**src/rtl/sram_gpio_pkg.sv**
```systemverilog
// Shared constants for the SRAM-bus GPIO register bank: register offsets,
// default bank select and bus data width.
package sram_gpio_pkg;

  localparam int BUS_W = 8;

  localparam logic [9:0] BLOCK_SEL_DEFAULT = 10'h000;

  localparam logic [2:0] REG_DATA_OUT = 3'd0;
  localparam logic [2:0] REG_DIR      = 3'd1;
  localparam logic [2:0] REG_PIN_IN   = 3'd2;
  localparam logic [2:0] REG_IRQ_EN   = 3'd3;
  localparam logic [2:0] REG_IRQ_EDGE = 3'd4;
  localparam logic [2:0] REG_IRQ_STAT = 3'd5;
  localparam logic [2:0] REG_SET      = 3'd6;
  localparam logic [2:0] REG_CLR      = 3'd7;

endpackage

```
**src/rtl/sram_gpio_regs_if.sv**
```systemverilog
// SRAM-bus strobe interface between sram_bus (master) and a register bank (slave).
interface sram_gpio_regs_if #(parameter int ADDR_W = 13);
  import sram_gpio_pkg::*;

  logic              wr_stb;
  logic              rd_stb;
  logic [ADDR_W-1:0] addr;
  logic [BUS_W-1:0]  wr_data;
  logic [BUS_W-1:0]  rd_data;
  logic              rd_valid;

  modport master (output wr_stb, rd_stb, addr, wr_data, input rd_data, rd_valid);
  modport slave  (input wr_stb, rd_stb, addr, wr_data, output rd_data, rd_valid);

endinterface

```
**src/rtl/gpio_edge_sync.sv**
```systemverilog
// Per-bit two-flop synchronizer for asynchronous pins, plus a third flop that
// turns the synchronized value into one-cycle rise/fall pulses.
module gpio_edge_sync #(
  parameter int NGPIO = 8
) (
  input  logic             clk,
  input  logic             reset,
  input  logic [NGPIO-1:0] gpio_in,
  output logic [NGPIO-1:0] sync,
  output logic [NGPIO-1:0] rise,
  output logic [NGPIO-1:0] fall
);

  logic [NGPIO-1:0] stage1, stage2, stage3;

  always_ff @(posedge clk or posedge reset) begin
    if (reset) begin
      stage1 <= '0;
      stage2 <= '0;
      stage3 <= '0;
    end else begin
      stage1 <= gpio_in;
      stage2 <= stage1;
      stage3 <= stage2;
    end
  end

  assign sync = stage2;
  assign rise = stage2 & ~stage3;
  assign fall = ~stage2 & stage3;

endmodule

```
**src/rtl/sram_gpio_regs.sv**
```systemverilog
// GPIO register bank on the SRAM bus: data/direction registers, synchronized
// pin readback and an edge-triggered maskable interrupt.
module sram_gpio_regs
  import sram_gpio_pkg::*;
#(
  parameter int                NGPIO     = 8,
  parameter int                ADDR_W    = 13,
  parameter logic [ADDR_W-4:0] BLOCK_SEL = BLOCK_SEL_DEFAULT
) (
  input  logic              clk,
  input  logic              reset,
  sram_gpio_regs_if.slave   bus,
  input  logic [NGPIO-1:0]  gpio_in,
  output logic [NGPIO-1:0]  gpio_out,
  output logic [NGPIO-1:0]  gpio_oe,
  output logic              irq
);

  logic [NGPIO-1:0] irq_en, irq_edge, irq_stat;
  logic [NGPIO-1:0] pin_sync, pin_rise, pin_fall;
  logic [NGPIO-1:0] wr_val, w1c_mask, edge_hit;
  logic [BUS_W-1:0] rd_word;
  logic [2:0]       offset;
  logic             selected, wr_hit;

  gpio_edge_sync #(.NGPIO(NGPIO)) u_edge_sync (
    .clk     (clk),
    .reset   (reset),
    .gpio_in (gpio_in),
    .sync    (pin_sync),
    .rise    (pin_rise),
    .fall    (pin_fall)
  );

  assign selected = (bus.addr[ADDR_W-1:3] == BLOCK_SEL);
  assign offset   = bus.addr[2:0];
  assign wr_hit   = bus.wr_stb && selected;
  assign wr_val   = bus.wr_data[NGPIO-1:0];
  assign w1c_mask = (wr_hit && offset == REG_IRQ_STAT) ? wr_val : '0;
  assign edge_hit = irq_en & ((irq_edge & pin_rise) | (~irq_edge & pin_fall));

  always_ff @(posedge clk or posedge reset) begin
    if (reset) begin
      gpio_out <= '0;
      gpio_oe  <= '0;
      irq_en   <= '0;
      irq_edge <= '0;
    end else if (wr_hit) begin
      unique case (offset)
        REG_DATA_OUT: gpio_out <= wr_val;
        REG_DIR:      gpio_oe  <= wr_val;
        REG_IRQ_EN:   irq_en   <= wr_val;
        REG_IRQ_EDGE: irq_edge <= wr_val;
        REG_SET:      gpio_out <= gpio_out | wr_val;
        REG_CLR:      gpio_out <= gpio_out & ~wr_val;
        default:      ;
      endcase
    end
  end

  // A fresh edge is ORed in after the W1C mask so a coincident set wins.
  always_ff @(posedge clk or posedge reset) begin
    if (reset) begin
      irq_stat <= '0;
      irq      <= 1'b0;
    end else begin
      irq_stat <= (irq_stat & ~w1c_mask) | edge_hit;
      irq      <= |(irq_stat & irq_en);
    end
  end

  always_comb begin
    rd_word = '0;
    if (selected) begin
      unique case (offset)
        REG_DATA_OUT: rd_word[NGPIO-1:0] = gpio_out;
        REG_DIR:      rd_word[NGPIO-1:0] = gpio_oe;
        REG_PIN_IN:   rd_word[NGPIO-1:0] = pin_sync;
        REG_IRQ_EN:   rd_word[NGPIO-1:0] = irq_en;
        REG_IRQ_EDGE: rd_word[NGPIO-1:0] = irq_edge;
        REG_IRQ_STAT: rd_word[NGPIO-1:0] = irq_stat;
        default:      rd_word = '0;
      endcase
    end
  end

  // Read data is captured from the pre-edge registers, so a same-cycle write is not visible.
  always_ff @(posedge clk or posedge reset) begin
    if (reset) begin
      bus.rd_data  <= '0;
      bus.rd_valid <= 1'b0;
    end else begin
      bus.rd_valid <= bus.rd_stb;
      if (bus.rd_stb) begin
        bus.rd_data <= rd_word;
      end
    end
  end

endmodule

```
**src/flat_wrapper.sv**
```systemverilog
// flat-port wrapper written by rule: the top's interface ports become plain ports
module sram_gpio_regs_flat import sram_gpio_pkg::*;
#(
  parameter int                NGPIO     = 8,
  parameter int                ADDR_W    = 13,
  parameter logic [ADDR_W-4:0] BLOCK_SEL = BLOCK_SEL_DEFAULT
)
  (clk, reset, gpio_in, gpio_out, gpio_oe, irq, bus_wr_stb, bus_rd_stb, bus_addr, bus_wr_data, bus_rd_data, bus_rd_valid);
  sram_gpio_regs_if #(.ADDR_W(ADDR_W)) bus_i ();
  input  logic clk;
  input  logic reset;
  input  logic [NGPIO-1:0] gpio_in;
  output logic [NGPIO-1:0] gpio_out;
  output logic [NGPIO-1:0] gpio_oe;
  output logic irq;
  input wire logic [$bits(bus_i.wr_stb)-1:0] bus_wr_stb;
  input wire logic [$bits(bus_i.rd_stb)-1:0] bus_rd_stb;
  input wire logic [$bits(bus_i.addr)-1:0] bus_addr;
  input wire logic [$bits(bus_i.wr_data)-1:0] bus_wr_data;
  output wire logic [$bits(bus_i.rd_data)-1:0] bus_rd_data;
  output wire logic [$bits(bus_i.rd_valid)-1:0] bus_rd_valid;
  assign bus_i.wr_stb = bus_wr_stb;
  assign bus_i.rd_stb = bus_rd_stb;
  assign bus_i.addr = bus_addr;
  assign bus_i.wr_data = bus_wr_data;
  assign bus_rd_data = bus_i.rd_data;
  assign bus_rd_valid = bus_i.rd_valid;
  sram_gpio_regs #(.NGPIO(NGPIO), .ADDR_W(ADDR_W), .BLOCK_SEL(BLOCK_SEL)) u_core (.clk(clk), .reset(reset), .bus(bus_i), .gpio_in(gpio_in), .gpio_out(gpio_out), .gpio_oe(gpio_oe), .irq(irq));
endmodule
```
**config.mk**
```make
export PLATFORM = sky130hd
export DESIGN_NAME = sram_gpio_regs_flat
export DESIGN_NICKNAME = d
export VERILOG_FILES = /design/src/rtl/sram_gpio_pkg.sv /design/src/rtl/sram_gpio_regs_if.sv /design/src/rtl/gpio_edge_sync.sv /design/src/rtl/sram_gpio_regs.sv /design/src/flat_wrapper.sv
export SDC_FILE = /design/constraint.sdc
export NUM_CORES = 1
export LEC_CHECK = 0
export ABC_AREA = 1
export BUFFER_PORTS_ARGS = -buffer_cell sky130_fd_sc_hd__buf_2
export CAP_MARGIN = 20
export CORE_ASPECT_RATIO = 1.1
export CORE_MARGIN = 5
export CORE_UTILIZATION = 60
export DETAILED_ROUTE_END_ITERATION = 6
export HOLD_SLACK_MARGIN = 0.12
export PLACE_DENSITY_LB_ADDON = 0.1
export SYNTH_ARGS = -nofsm -noshare
export SYNTH_HDL_FRONTEND = slang
export SYNTH_SLANG_ARGS = --single-unit
```
**constraint.sdc**
```tcl
create_clock -name clk -period 5.68 [get_ports clk]
set_input_delay 1.136 -clock clk [delete_from_list [all_inputs] [get_ports clk]]
set_output_delay 1.136 -clock clk [all_outputs]
set_load 0.1 [all_outputs]
```
* After elaboration in Yosys (flattened, before gate mapping)
Index checks and enable logic that the tools add are counted.
Storage, ports and cells: register bits 74, bits in latches 0, RAM bits 0, bits in read-only memories 0, memories kept 0
Operators by class: equal/unequal tests 7, multiplexer cells 4, multipliers 0, $add $sub $neg 0, divide/modulo/power cells 0, bitwise logic cells 16, reduce and logical (&&, ||, !) cells 10, shift-type cells 0, $lt $le $gt $ge 0
Operator list (number):
- $and 8x8->8 | 8
- $pmux 8 s6 | 1
- $not 8->8 | 5
- $or 8x8->8 | 3
- $pmux 8 s3 | 1
- $mux 8 | 2
- $eq 3x3->1 const B | 4
- $logic_not 10->1 | 1
- $reduce_and 2->1 | 4
- $reduce_or 8->1 | 1
- $eq 3x2->1 const B | 2
- $eq 3x1->1 const B | 1
- $logic_not 3->1 | 1
- $reduce_bool 3->1 | 1
- $logic_and 1x1->1 | 2

* Depth between registers and ports, before layout
depth in word-level cells 7, mapped depth 10, gate-level depth less buffers 9

* Cells and area by module
A second synthesis with hierarchy kept.
Unflattened totals: cells, all modules 439, area, all modules 3624.7 um^2
By module, submodules not included:
- sram_gpio_regs | times used 1, area an instance 2900.3 um^2, seq. area each 1251.2 um^2, cells an instance 382
- gpio_edge_sync | times used 1, area an instance 724.4 um^2, seq. area each 600.6 um^2, cells an instance 57

* Least setup slack after synthesis
No wires, ideal clock.
path type input to register, from in bus_addr[4], to reg u_core.gpio_oe[1], cell stages on the path 8, required time 5.557 ns, arrival time 2.040 ns, setup time 0.123 ns, setup slack 3.517 ns, cell sequence nor2_1 -> nand3_2 -> nor2_4 -> buf_6 -> nand3_4 -> buf_6 -> nand2_1 -> o21ai_2
On the way: cells in the longest elaborated chain, start to end 3
Ends and longest elaborated chain:
- start, declared | RTL line flat_wrapper.sv:18 | input wire logic [$bits(bus_i.addr)-1:0] bus_addr;
- $logic_not 10->1 | RTL line sram_gpio_regs.sv:35 | assign selected = (bus.addr[ADDR_W-1:3] == BLOCK_SEL);
- $logic_and 1x1->1 | RTL line sram_gpio_regs.sv:37 | assign wr_hit = bus.wr_stb && selected;
- $reduce_and 2->1 (no source line)
- end signal, assigned | RTL line sram_gpio_regs.sv:51 | REG_DIR: gpio_oe <= wr_val;
- end, declared | RTL line sram_gpio_regs.sv:15 | output logic [NGPIO-1:0] gpio_oe,
No other way between the ends. A chain may end at the register's enable or synchronous reset.

* Worst setup path after layout
from in bus_addr[2], to reg u_core.gpio_out[6]
On the way: cells in the longest elaborated chain, start to end 3
Ends and longest elaborated chain:
- $eq 3x3->1 / $logic_not 3->1 (equally long branches) | RTL line sram_gpio_regs.sv:49 | unique case (offset)
- $reduce_bool 3->1 (no source line)
- $reduce_and 2->1 (no source line)
- end signal, assigned | RTL line sram_gpio_regs.sv:50 | REG_DATA_OUT: gpio_out <= wr_val;
- end signal, assigned | RTL line sram_gpio_regs.sv:54 | REG_SET: gpio_out <= gpio_out | wr_val;
- end signal, assigned | RTL line sram_gpio_regs.sv:55 | REG_CLR: gpio_out <= gpio_out & ~wr_val;
- end, declared | RTL line sram_gpio_regs.sv:14 | output logic [NGPIO-1:0] gpio_out,
Several ways; a longest one is shown, not always the timed one.

==> impl_metrics.csv <==
group,metric,value,unit
power_and_ir_drop,peakVddDrop,0.233,mV
grt,met1_usage,33.9,%
placement,gp_congestion,0.888,
setup_path,critPathMaxFanout,29,
clock_network,hold_buffers,0,
routing,drc,0,
setup_path,critical_path.endpoint_type,"flip-flop",
yosys,synthCells,419,
timing,slew_headroom,39.6,%
timing,fmaxAchievable,365,MHz
grt,grt_max_degree,75,
grt,met3_usage,8.03,%
placement,dp_slack,2.67,ns
setup_path,crit_required,5.98,ns
grt,grt_pass1_wl,15600,µm
routing,vias,3185,
job,cap_violations,0,
clock_network,insertion_delay,0.37,ns
run_status,status,"completed",
clock_network,post_cts_buffers,0,
placement,port_buffers,58,
yosys,ys_types,28,
grt,busiest_layer,"met2",
setup_path,critPathKind,"in2reg",
clock_network,cts_sinks,74,
yosys,syn_avg_cell_area,8.42,µm²
power_and_ir_drop,power_leakage,2.09,nW
grt,grt_use_met2,39.9,%
yosys,yosysSeqAreaShare,52.5,%
final_layout,num-nets-final,509,
floorplan,rows,29,
routing,drt-vias-per-instance,5.71,
clock_network,cts_tree,"yes",
timing,slew_viol_final,0,
clock_network,clkTransAtPathRegs,0.08,ns
setup_path,crit_arrival,3.04,ns
timing,tns,0,ns
yosys,netlist_area,3530,µm²
grt,grt.total_usage,26.0,%
grt,grt_pass1_vias,3192,
yosys,ys_ff_latch,74,
yosys,syn_nets,452,
setup_path,critPathLaunchType,"input pin",
yosys,yosysWarnings,0,
routing,drt-pass1-iter-count,6,
timing,tightest_slew,0.906,ns
routing,wirelength,9120,µm
grt,overflow,0,
routing,wl_per_cell,16.3,µm
timing,setup_slack,2.94,ns
grt,antenna_found_initial,0,
floorplan,coreArea,5730,µm²
timing,fin_crit_sh,48.2,%
floorplan,pin_count,59,
timing,fin_crit,2.74,ns
hold_path,hold_class,"reg2reg",
power_and_ir_drop,p_per_area,258,nW/µm²
floorplan,die_h,90.4,µm
clock_network,cts_resized,0,
floorplan,dieArea,7520,µm²
timing,hold_viol,0,
floorplan,start_util,61.5,%
final_layout,drive_gt1_share,21.4,%
clock_network,clk_path_buf_depth,2,
timing,finalClockSkew,0.00806,ns
placement,hpwl,6310,µm
clock_network,cts_buffers,9,
clock_network,clock_tree.root_cell,"clkbuf_8",
final_layout,area_delta_synth_final,14.7,%
final_layout,num_antenna_cells,0,
routing,drtIter0Drc,251,
timing,rsz0062_at_grt,"false",
floorplan,die_width,83.1,µm
clock_network,htree_num_levels,3,
timing,setup_viol_count_final,0,
routing,final_antenna_net_count,0,
[worst paths after layout]
| check | slack, ns | startpoint | end | cells past startpoint |
|---|---|---|---|---|
| worst max-delay path | 2.94 | bus_addr[2] | u_core.gpio_out[6] | 7 |
| worst min-delay path | 0.35 | u_core.u_edge_sync.stage1[0] | u_core.u_edge_sync.sync[0] | 0 |
| worst max register to register | 4.63 | u_core.irq_stat[5] | u_core.bus.rd_data[5] | 6 |
| worst min register to register | 0.35 | u_core.u_edge_sync.stage1[0] | u_core.u_edge_sync.sync[0] | 0 |
| max in group asynchronous | 4.06 | reset | u_core.gpio_out[2] | 3 |
| min in group asynchronous | 1.03 | reset | u_core.u_edge_sync.sync[5] | 3 |
[logic make-up (layout without fill, tap and decap cells)]
logic type | after synthesis | after routing | synth area share (%)
compound gates | 54 | 54 | 9.40
buf+inv | 47 | 109 | 5.82
flops | 74 | 74 | 52.5
simple gates | 244 | 244 | 32.3
[metrics by stage]
step	instance area [µm²]	instances	total power, W	utilization [%]	hold slack [ns]
3_3_place_gp	3840	542	0.000633	67.1	0.332
3_5_place_dp	3840	542	0.000635	67.1	0.338
6_report	4050	558	0.00104	70.6	0.353
2_1_floorplan	3530	419	0.000605	-	0.331
4_1_cts	4050	558	0.00105	70.6	0.360
5_1_grt	4050	558	0.00108	70.6	0.365
[placed cells by master, fill, tap and decap left out, drive strengths merged]
master,netlist,routed
a21oi,10,10
a22o,2,2
buf,10,59
bufinv,0,1
clkbuf,3,10
clkinv,1,4
clkinvlp,0,1
dfrtp,74,74
inv,33,34
nand2,144,144
nand3,45,45
nand3b,9,9
nand4,18,18
nor2,24,24
nor3,3,3
nor3b,1,1
o211ai,8,8
o21ai,34,34
[cells in the mapped netlist]
library cell / n / area share (%)
a21oi_1: 10 / 1.4
a22o_1: 2 / 0.50
buf_1: 1 / 0.11
buf_2: 5 / 0.71
buf_4: 2 / 0.43
buf_6: 2 / 0.64
clkbuf_1: 3 / 0.32
clkinv_1: 1 / 0.11
dfrtp_1: 74 / 52
inv_1: 31 / 3.3
inv_2: 2 / 0.21
nand2_1: 142 / 15
nand2_2: 2 / 0.35
nand3_1: 40 / 5.7
nand3_2: 4 / 1.1
nand3_4: 1 / 0.50
nand3b_1: 9 / 1.9
nand4_1: 18 / 3.2
nor2_1: 17 / 1.8
nor2_2: 5 / 0.89
nor2_4: 2 / 0.64
nor3_1: 2 / 0.28
nor3_2: 1 / 0.28
nor3b_4: 1 / 0.53
o211ai_1: 8 / 1.7
o21ai_0: 9 / 1.3
o21ai_1: 16 / 2.3
o21ai_2: 9 / 2.2
[worst max-delay path, cell delays in order]
cell	delay [ns]
buf_2	0.46
inv_1	0.41
nor2_1	0.57
nand3_1	0.15
nand3_1	0.14
nand3_1	0.08
nand2_1	0.09
[where the power goes]
group	total [W]	internal, W	switching (W)	leakage, nW
logic	0.0000838	0.0000214	0.0000624	1.05
clock network	0.000418	0.000215	0.000203	0.103
registers	0.000543	0.000536	0.00000622	0.934
total	0.00104	0.000773	0.000272	2.09
[sequential cells by signal (all words and copies together) (netlist names)]
register and count:
u_core.u_edge_sync.sync 8, u_core.irq_stat 8, u_core.irq_edge 8, u_core.bus.rd_valid 1, u_core.gpio_out 8, u_core.bus.rd_data 8
u_core.irq_en 8, u_core.u_edge_sync.stage3 8, u_core.u_edge_sync.stage1 8, u_core.gpio_oe 8, u_core.irq 1
[cell type report]
class,instances,area [µm²]
Sequential cell,74,1850
Fill cell,511,1690
Multi-Input combinational cell,298,1470
Clock buffer,10,138
Inverter,34,128
Timing Repair Buffer,59,298
Clock inverter,6,65.1
Tap cell,77,96.3
[layer usage]
layer  part of all wire, %  wire length, µm  vias to the layer above
met2                    46             4170                      163
met5                     0                0                        -
met1                    42             3850                     1498
met4                   2.3              211                        0
li1                      -                -                     1503
met3                   9.7              883                       21
Note: power is estimated with default switching activity, not from simulation.
